### src/rtl/l15_arb_pkg.sv
`default_nettype none
//------------------------------------------------------------------------------
// Module  : l15_arb_pkg
// Brief   : Shared types for the L1.5 request arbiter: requester IDs, FSM
//           states and the registered request-field bundle.
// Revision: 1.0 - initial release
//------------------------------------------------------------------------------
package l15_arb_pkg;

   // Width of the outstanding-request counters and their external view.
   localparam int unsigned CNT_W  = 3;
   localparam int unsigned DATA_W = 64;

   // Requester identity; doubles as the transaction ID sent to the L1.5.
   typedef enum logic {
      REQ_IC = 1'b0,
      REQ_DC = 1'b1
   } req_id_e;

   // Arbiter FSM: IDLE picks a winner, HOLD presents it until accepted.
   typedef enum logic [0:0] {
      IDLE = 1'b0,
      HOLD = 1'b1
   } arb_state_e;

   // Request fields captured at selection time (address kept separately
   // because its width is a module parameter).
   typedef struct packed {
      logic [4:0]        rtype;
      logic [2:0]        size;
      logic              nc;
      logic [DATA_W-1:0] data;
      req_id_e           tid;
   } req_fields_t;

   // Returns the requester that loses to the given winner.
   function automatic req_id_e other_req(input req_id_e id);
      return (id == REQ_IC) ? REQ_DC : REQ_IC;
   endfunction

endpackage : l15_arb_pkg
`default_nettype wire

### src/rtl/l15_outst_cnt.sv
`default_nettype none
//------------------------------------------------------------------------------
// Module  : l15_outst_cnt
// Brief   : Saturating up/down counter tracking outstanding requests for one
//           requester. Simultaneous inc and dec cancel out.
// Revision: 1.0 - initial release
//------------------------------------------------------------------------------
module l15_outst_cnt
   import l15_arb_pkg::*;
#(
   parameter int unsigned CNT_WIDTH = CNT_W
) (
   input  logic                 clk_i,
   input  logic                 rst_i,
   input  logic                 inc_i,
   input  logic                 dec_i,
   input  logic [CNT_WIDTH-1:0] limit_i,
   output logic [CNT_WIDTH-1:0] count_o
);

   logic [CNT_WIDTH-1:0] count_d;
   logic [CNT_WIDTH-1:0] count_q;

   // Next count: move by one in the requested direction, clamped to [0, limit].
   always_comb begin
      count_d = count_q;
      if (inc_i && !dec_i) begin
         if (count_q < limit_i) begin
            count_d = count_q + CNT_WIDTH'(1);
         end
      end else if (dec_i && !inc_i) begin
         if (count_q != '0) begin
            count_d = count_q - CNT_WIDTH'(1);
         end
      end
   end

   // Count register with synchronous reset to zero.
   always_ff @(posedge clk_i) begin
      if (rst_i) begin
         count_q <= '0;
      end else begin
         count_q <= count_d;
      end
   end

   assign count_o = count_q;

endmodule : l15_outst_cnt
`default_nettype wire

### src/rtl/l15_req_arbiter.sv
`default_nettype none
//------------------------------------------------------------------------------
// Module  : l15_req_arbiter
// Brief   : Round-robin arbiter merging instruction- and data-cache requests
//           onto a single L1.5 request port, with per-requester outstanding
//           limits and combinational response routing by transaction ID.
// Revision: 1.0 - initial release
//------------------------------------------------------------------------------
module l15_req_arbiter
   import l15_arb_pkg::*;
#(
   parameter int unsigned MAX_OUTST = 2,
   parameter int unsigned ADDR_W    = 40
) (
   input  logic              clk_i,
   input  logic              rst_i,

   input  logic              ic_req_val_i,
   input  logic [4:0]        ic_req_type_i,
   input  logic [ADDR_W-1:0] ic_req_addr_i,
   input  logic [2:0]        ic_req_size_i,
   input  logic              ic_req_nc_i,
   output logic              ic_req_ack_o,

   input  logic              dc_req_val_i,
   input  logic [4:0]        dc_req_type_i,
   input  logic [ADDR_W-1:0] dc_req_addr_i,
   input  logic [2:0]        dc_req_size_i,
   input  logic              dc_req_nc_i,
   input  logic [63:0]       dc_req_data_i,
   output logic              dc_req_ack_o,

   output logic              l15_val_o,
   output logic [4:0]        l15_type_o,
   output logic [ADDR_W-1:0] l15_addr_o,
   output logic [2:0]        l15_size_o,
   output logic              l15_nc_o,
   output logic [63:0]       l15_data_o,
   output logic              l15_tid_o,
   input  logic              l15_ack_i,
   input  logic              l15_header_ack_i,

   input  logic              l15_rtrn_val_i,
   input  logic              l15_rtrn_tid_i,
   input  logic [3:0]        l15_rtrn_type_i,
   input  logic [127:0]      l15_rtrn_data_i,

   output logic              ic_rtrn_val_o,
   output logic              dc_rtrn_val_o,
   output logic [3:0]        rtrn_type_o,
   output logic [127:0]      rtrn_data_o,
   output logic [2:0]        ic_outst_o,
   output logic [2:0]        dc_outst_o,
   output logic              busy_o
);

   localparam logic [CNT_W-1:0] LIMIT = CNT_W'(MAX_OUTST);

   arb_state_e        state_d, state_q;
   req_id_e           rr_d, rr_q;
   req_fields_t       req_d, req_q;
   logic [ADDR_W-1:0] addr_d, addr_q;

   logic              ic_elig, dc_elig;
   req_id_e           win;
   logic              ic_ack_raw, dc_ack_raw;
   logic              ic_ack, dc_ack;
   logic              ic_rtrn, dc_rtrn;
   logic [CNT_W-1:0]  ic_cnt, dc_cnt;

   // Header acceptance is not used; only the full ack retires a request.
   logic              unused_hdr_ack;
   assign unused_hdr_ack = l15_header_ack_i;

   // Arbitration and hand-off: pick a winner in IDLE, hold it until acked.
   always_comb begin
      state_d    = state_q;
      rr_d       = rr_q;
      req_d      = req_q;
      addr_d     = addr_q;
      win        = REQ_IC;
      ic_ack_raw = 1'b0;
      dc_ack_raw = 1'b0;

      ic_elig = ic_req_val_i && (ic_cnt < LIMIT);
      dc_elig = dc_req_val_i && (dc_cnt < LIMIT);

      unique case (state_q)
         IDLE: begin
            if (ic_elig || dc_elig) begin
               // A full or idle requester forfeits its round-robin turn.
               if (ic_elig && (!dc_elig || (rr_q == REQ_IC))) begin
                  win = REQ_IC;
               end else begin
                  win = REQ_DC;
               end
               if (win == REQ_IC) begin
                  req_d.rtype = ic_req_type_i;
                  req_d.size  = ic_req_size_i;
                  req_d.nc    = ic_req_nc_i;
                  req_d.data  = '0;
                  req_d.tid   = REQ_IC;
                  addr_d      = ic_req_addr_i;
               end else begin
                  req_d.rtype = dc_req_type_i;
                  req_d.size  = dc_req_size_i;
                  req_d.nc    = dc_req_nc_i;
                  req_d.data  = dc_req_data_i;
                  req_d.tid   = REQ_DC;
                  addr_d      = dc_req_addr_i;
               end
               state_d = HOLD;
            end
         end
         HOLD: begin
            if (l15_ack_i) begin
               if (req_q.tid == REQ_IC) begin
                  ic_ack_raw = 1'b1;
               end else begin
                  dc_ack_raw = 1'b1;
               end
               rr_d    = other_req(req_q.tid);
               state_d = IDLE;
            end
         end
         default: begin
            state_d = IDLE;
         end
      endcase
   end

   // FSM, round-robin pointer and registered request fields.
   always_ff @(posedge clk_i) begin
      if (rst_i) begin
         state_q <= IDLE;
         rr_q    <= REQ_IC;
         req_q   <= '0;
         addr_q  <= '0;
      end else begin
         state_q <= state_d;
         rr_q    <= rr_d;
         req_q   <= req_d;
         addr_q  <= addr_d;
      end
   end

   // Acks and routed returns are forced low while reset is held so a
   // request caught in HOLD is dropped without a stray handshake.
   assign ic_ack  = ic_ack_raw && !rst_i;
   assign dc_ack  = dc_ack_raw && !rst_i;
   assign ic_rtrn = l15_rtrn_val_i && (l15_rtrn_tid_i == REQ_IC) && !rst_i;
   assign dc_rtrn = l15_rtrn_val_i && (l15_rtrn_tid_i == REQ_DC) && !rst_i;

   l15_outst_cnt #(
      .CNT_WIDTH (CNT_W)
   ) u_ic_cnt (
      .clk_i   (clk_i),
      .rst_i   (rst_i),
      .inc_i   (ic_ack),
      .dec_i   (ic_rtrn),
      .limit_i (LIMIT),
      .count_o (ic_cnt)
   );

   l15_outst_cnt #(
      .CNT_WIDTH (CNT_W)
   ) u_dc_cnt (
      .clk_i   (clk_i),
      .rst_i   (rst_i),
      .inc_i   (dc_ack),
      .dec_i   (dc_rtrn),
      .limit_i (LIMIT),
      .count_o (dc_cnt)
   );

   assign ic_req_ack_o  = ic_ack;
   assign dc_req_ack_o  = dc_ack;

   assign l15_val_o     = (state_q == HOLD) && !rst_i;
   assign l15_type_o    = req_q.rtype;
   assign l15_addr_o    = addr_q;
   assign l15_size_o    = req_q.size;
   assign l15_nc_o      = req_q.nc;
   assign l15_data_o    = req_q.data;
   assign l15_tid_o     = req_q.tid;

   assign ic_rtrn_val_o = ic_rtrn;
   assign dc_rtrn_val_o = dc_rtrn;
   assign rtrn_type_o   = l15_rtrn_type_i;
   assign rtrn_data_o   = l15_rtrn_data_i;

   assign ic_outst_o    = ic_cnt;
   assign dc_outst_o    = dc_cnt;
   assign busy_o        = !rst_i && ((state_q == HOLD) || (ic_cnt != '0) || (dc_cnt != '0));

endmodule : l15_req_arbiter
`default_nettype wire

### config.mk
export PLATFORM = sky130hd
export DESIGN_NAME = l15_req_arbiter
export DESIGN_NICKNAME = d
export VERILOG_FILES = /design/src/rtl/l15_arb_pkg.sv /design/src/rtl/l15_outst_cnt.sv /design/src/rtl/l15_req_arbiter.sv
export SDC_FILE = /design/constraint.sdc
export NUM_CORES = 1
export LEC_CHECK = 0
export ABC_AREA = 1
export CAP_MARGIN = 40
export CORE_AREA = 2 2 217 219
export CTS_CLUSTER_SIZE = 20
export DETAILED_ROUTE_END_ITERATION = 16
export DIE_AREA = 0 0 219 221
export PLACE_DENSITY = 0.44
export RECOVER_POWER = 100
export SYNTH_ARGS = -nofsm -noshare
export SYNTH_HDL_FRONTEND = slang
export SYNTH_HIERARCHICAL = 1
export SYNTH_SLANG_ARGS = --single-unit
### constraint.sdc
create_clock -name clk_i -period 5 [get_ports clk_i]
set_input_delay 1 -clock clk_i [delete_from_list [all_inputs] [get_ports clk_i]]
set_output_delay 1 -clock clk_i [all_outputs]
set_load 0.01 [all_outputs]
**Word level (Yosys, flattened, before mapping)**

Index checks and enable logic that the tools add are counted.

- Flip-flop bits (word level): 122
- Input bits: 302
- Logic and storage cells: 78
- Output and inout port bits: 258

- Eq/ne operators: 2
- Bitwise operators: 3
- Order comparisons: 2
- Muxes and demuxes: 22
- Reduce and logical (&&, ||, !) cells: 35
- Add/subtract/negate cells: 4

Operator list:

| kind | number |
|---|---|
| 74-bit two-way mux | 1 |
| 40-bit two-way mux | 1 |
| 3-bit two-way mux | 8 |
| 1-bit logical AND | 15 |
| 1-bit two-way mux | 11 |
| 2-bit nonzero test | 4 |
| 3-bit by 1-bit adder with 3-bit output, second input constant | 2 |
| 1-bit logical NOT | 6 |
| 3-bit by 2-bit < comparator with 1-bit output, second input constant | 2 |
| 3-bit AND reduction | 2 |
| 3-bit nonzero test | 2 |
| 3-bit by 1-bit subtractor with 3-bit output, second input constant | 2 |
| 1-bit logical OR | 4 |
| 2-bit inequality test, second input constant | 2 |
| 2-bit AND reduction | 2 |
| 1-bit inverter | 3 |
| 1-bit case mux with 2 select lines | 1 |

**Depth between registers and ports, before layout**

- Depth after elaboration: 9
- Depth in mapped cells: 16
- Gate-level depth less buffers: 13

**By module**

The synthesis kept the hierarchy.

Modules (own cells, without submodules):

| module | sequential area each (µm²) | times used | area an instance (µm²) | cells each |
|---|---|---|---|---|
| l15_req_arbiter | 2322.2 | 1 | 6170.9 | 887 |
| l15_outst_cnt | 60.1 | 2 | 272.8 | 45 |

**Least setup slack after synthesis**

Ideal clock, no wire load.

- Kind: input to register
- Start point: input rst_i
- End point: register u_ic_cnt.count_q[1], in the netlist u_ic_cnt/count_o[1]
- Setup slack: 2.154 ns
- Data arrival time: 2.734 ns
- Stages on the path: 12
- Buffers on the path: 3
- Data required time: 4.887 ns
- Setup time: 0.113 ns
- Cells stage by stage: clkbuf_1 -> inv_2 -> buf_2 -> buf_2 -> nand2_1 -> nor2_1 -> inv_1 -> ha_1 -> inv_1 -> fa_1 -> nor2_1 -> nor2_1

- Elaborated cells on any way between the ends: 12
- Those cells by class: 1 x eq/ne; 1 x mux; 10 x reduce/logical

RTL lines:

| what | line | source |
|---|---|---|
| start: declaration | l15_req_arbiter.sv:16 | `input logic rst_i,` |
| 1-bit logical NOT | l15_req_arbiter.sv:151 | `assign ic_rtrn = l15_rtrn_val_i && (l15_rtrn_tid_i == REQ_IC) && !rst_i;` |
| 1-bit logical AND | l15_req_arbiter.sv:151 |  |
| net ic_rtrn_val_o | l15_req_arbiter.sv:48 | `output logic ic_rtrn_val_o,` |
| 1-bit logical NOT | l15_outst_cnt.sv:27 | `if (inc_i && !dec_i) begin` |
| 1-bit logical AND | l15_outst_cnt.sv:27 |  |
| 3-bit two-way mux | l15_outst_cnt.sv:27 |  |
| net u_ic_cnt.count_d[1] | l15_outst_cnt.sv:21 | `logic [CNT_WIDTH-1:0] count_d;` |
| end signal: assignment | l15_outst_cnt.sv:43 | `count_q <= count_d;` |
| end: declaration | l15_outst_cnt.sv:22 | `logic [CNT_WIDTH-1:0] count_q;` |

The timed path passes the listed nets, and every way through them passes these cells.
A chain may end at the register's enable or synchronous reset.

**Worst setup path in the final report**

- Start point: input dc_req_val_i
- End point: register req_q, in the netlist l15_type_o[0]

- Longest elaborated chain between the ends: 8
- Elaborated cells on any way between the ends: 10
- Those cells by class: 4 x mux; 6 x reduce/logical

RTL lines:

| what | line | source |
|---|---|---|
| start: declaration | l15_req_arbiter.sv:25 | `input logic dc_req_val_i,` |
| 1-bit logical AND (*) | l15_req_arbiter.sv:86 | `dc_elig = dc_req_val_i && (dc_cnt < LIMIT);` |
| 1-bit logical NOT | l15_req_arbiter.sv:92 | `if (ic_elig && (!dc_elig \|\| (rr_q == REQ_IC))) begin` |
| 1-bit logical OR | l15_req_arbiter.sv:92 |  |
| 1-bit logical AND | l15_req_arbiter.sv:92 |  |
| 1-bit two-way mux | l15_req_arbiter.sv:92 |  |
| 1-bit two-way mux | l15_req_arbiter.sv:90 | `if (ic_elig \|\| dc_elig) begin` |
| 1-bit two-way mux | l15_req_arbiter.sv:88 | `unique case (state_q)` |
| 74-bit two-way mux | l15_req_arbiter.sv:97 | `if (win == REQ_IC) begin` |
| end signal: assignment | l15_req_arbiter.sv:142 | `req_q <= req_d;` |
| end: declaration | l15_req_arbiter.sv:61 | `req_fields_t req_d, req_q;` |

Mark *: on every way between the ends. The rest lies on a longest branch, timed or not. The select of a mux whose other input is x is not followed.

==> impl_metrics.toml <==
[outcome]
status = "finished with violations"
violations = "max-capacitance violations, max-slew violations"

[die]
initial_core_util_pct = 14.58
fp-row-count = 79
io_pins = 560
coreArea_um2 = 46060
dieWidth_um = 219
fp.dieH_um = 221
die_area_um2 = 48400

[synth]
async_flop_share_pct = 0
yosysSeqAreaShare_pct = 36.36
avgSynthCellArea_um2 = 6.875
ys_seq_elements = 122
ys_types = 27
ys.flop_type = "dfxtp_1"
syn_area_um2 = 6716
yosysWarningCount = 6
yosysMostFrequentCell = "nand3_1"
synth.top_cells.by_count = "nand3_1, nand2_1, buf_4"
netlist_instances = 977
synth_edf_count = 0
yosys.area.top_type_share_pct = 36.36
synth_top_area_cell = "dfxtp_1"
synth.area.top_cells = "dfxtp_1, nand3_1, buf_4"

[cts]
clkLatencyLatePin_ps = 460
cts-root-buf = "clkbuf_16"
cts_resized = 0
clk_path_buf_depth = 2
cts_tree = "built"
cts_sinks = 122
hold_buffers = 0
htreeDepth = 4
cts_setup_buffers = 0
numCtsBuffers = 17
clk_pin_slew_ps = 60

[setup_path]
ff2ff_setup_slack_ps = 1330
required_ps = 5400
worstPathArrival_ps = 4610
critPathCaptureType = "register"
worstRegToRegCells = 9
crit_slowest_cell = "clkbuf_1"
reg2reg_from = "u_ic_cnt/count_o[1]"
critPathKind = "primary input to register"
path_common_cell = "nand2_1"
crit_fanout = 53
r2r_end = "l15_type_o[0]"
path_cells = "dlygate4sd3_1 > nand3_1 > nand2_1 > clkbuf_1 > nand2_1 > nand3_1 > nand2_1 > inv_1"
cp-start-kind = "primary input"
cp_slowest_stage_delay_ps = 1980

[final_layout]
fin_nets = 1424
multi_input_area_um2 = 2525
regArea_um2 = 2442
num-fill-cells = 5298
area_growth_pct = 46.61
drive_above_1_share_pct = 4.437
final_cells = 1735

[routing]
routedWlPerCell_um = 15.24
via_count = 6426
ant_nets = 0
drt_first_pass_iters = 6
drt-vias-per-instance = 3.704
drc = 0
drt_iter0_markers = 249
drt-total-wl_um = 26440

[sta]
fin_crit_ps = 4210
clock_skew_ps = 7.309
worst_pin_slew_ps = 2793
hold_ws_ps = 464.3
relSlewSlack_pct = -86.19
post-route-period-util_pct = 84.20
rsz0062_at_grt = "no"
timing.setup.tns_ps = 0
fmax_mhz = 237.5
hold_viol = 0
postLayoutSetupSlackWorst_ps = 789.9
finalMaxSlewViolations = 84
setup_viol = 0

[global_route]
overflow = 0
grt_pass1_wl_um = 38090
grt_max_degree = 89
grt_pass1_vias = 6049
grt_usage_pct = 10.92
antenna_found_initial = 4

[worst_hold_path]
hold_depth = 2
hold_start = "l15_data_o[7]"
hold_class = "register to register"
hold_end = "l15_data_o[7]"

[place]
gp_congestion = 0.7583
hpwl_um = 19740
dp.cells = 1702
port_buffers = 294
dp_slack_ps = 923.7

[power_and_ir_drop]
power.total_mw = 3.128
powerDensity_nw_per_um2 = 317.6
vdd_drop_max_mv = 0.1626
power.static_leakage_nw = 4.671

[run]
maxCapViolCount = 2
-- placed cells by master (no fill, tap or decap), types with 2 or more instances in the layout --
cell type	instances
inv_1	123
dfxtp_1	122
nand2_2	2
clkinvlp_4	4
clkbuf_1	3
buf_4	6
dlygate4sd3_1	126
a21oi_1	55
nand3_1	223
conb_1	6
ha_1	6
clkbuf_8	2
clkdlybuf4s50_1	167
inv_2	2
bufinv_16	3
nand2_1	203
a21boi_0	4
fa_1	2
nor2_1	33
clkinv_2	4
clkbuf_16	17
-- routing by layer --
| layer | up-vias | share of wire, % | GRT usage (%) |
|---|---|---|---|
| li1 | 3209 | - | - |
| met1 | 2787 | 38 | 11.23 |
| met2 | 362 | 45 | 17.39 |
| met3 | 62 | 13 | 6.433 |
| met4 | 6 | 3.3 | 5.580 |
| met5 | - | 0.27 | 0.7071 |
-- cell families (layout without fill, tap and decap cells) --
family | after synthesis | count (layout) | share of synthesized area [%]
AOI/OAI and AO/OA | 63 | 63 | 5.011
adders and majority gates | 8 | 8 | 1.714
buffers and inverters | 316 | 462 | 26.02
DFF | 122 | 122 | 36.36
other | 2 | 7 | 0.1118
and+or+nand+nor | 466 | 466 | 30.77
-- worst max-delay path, delay by kind of cell --
kind,cells,cell delay [ps]
buffers and inverters,3,2590
and+or+nand+nor,5,980
-- worst max-delay path by stage --
stage                       from                  end  slack [ps]  cells after the start
detailed placement         rst_i         dc_req_ack_o         920                      5
global placement           rst_i         dc_req_ack_o         950                      5
floorplan                  rst_i  u_ic_cnt/count_o[1]        2150                     12
finish              dc_req_val_i        l15_type_o[0]         790                      8
global route        dc_req_val_i       l15_data_o[33]         520                      8
CTS                        rst_i         dc_req_ack_o         920                      5
-- registers in the layout (all words and copies together), names as in the netlist --
| signal | flops |
|---|---|
| l15_addr_o | 40 |
| l15_data_o | 64 |
| l15_nc_o | 1 |
| l15_size_o | 3 |
| l15_tid_o | 1 |
| l15_type_o | 5 |
| rr_q | 1 |
| state_q | 1 |
| u_dc_cnt/count_o | 3 |
| u_ic_cnt/count_o | 3 |
-- cell type report --
| type | count | share of cell area, % |
|---|---|---|
| timing repair buffer | 304 | 30.86 |
| multi-input combinational | 543 | 25.64 |
| sequential | 122 | 24.80 |
| tap | 607 | 7.713 |
| inverter | 126 | 4.816 |
| clock buffer | 21 | 4.676 |
| clock inverter | 11 | 1.461 |
| antenna | 1 | 0.02541 |
-- stage by stage --
step                instance area [µm²]  util [%]
finish                             9847     21.38
global route                       9844     21.37
CTS                                9872     21.43
detailed placement                 9268     20.12
global placement                   9220     20.02
floorplan                          6731         -
-- power breakdown --
part,switching (mW),total (mW),internal [mW]
Sequential,0.0450,1.11,1.06
Clock,0.507,1.31,0.807
Combinational,0.366,0.706,0.341
Total,0.917,3.13,2.21
No activity file was read; power rests on OpenSTA's default activity.
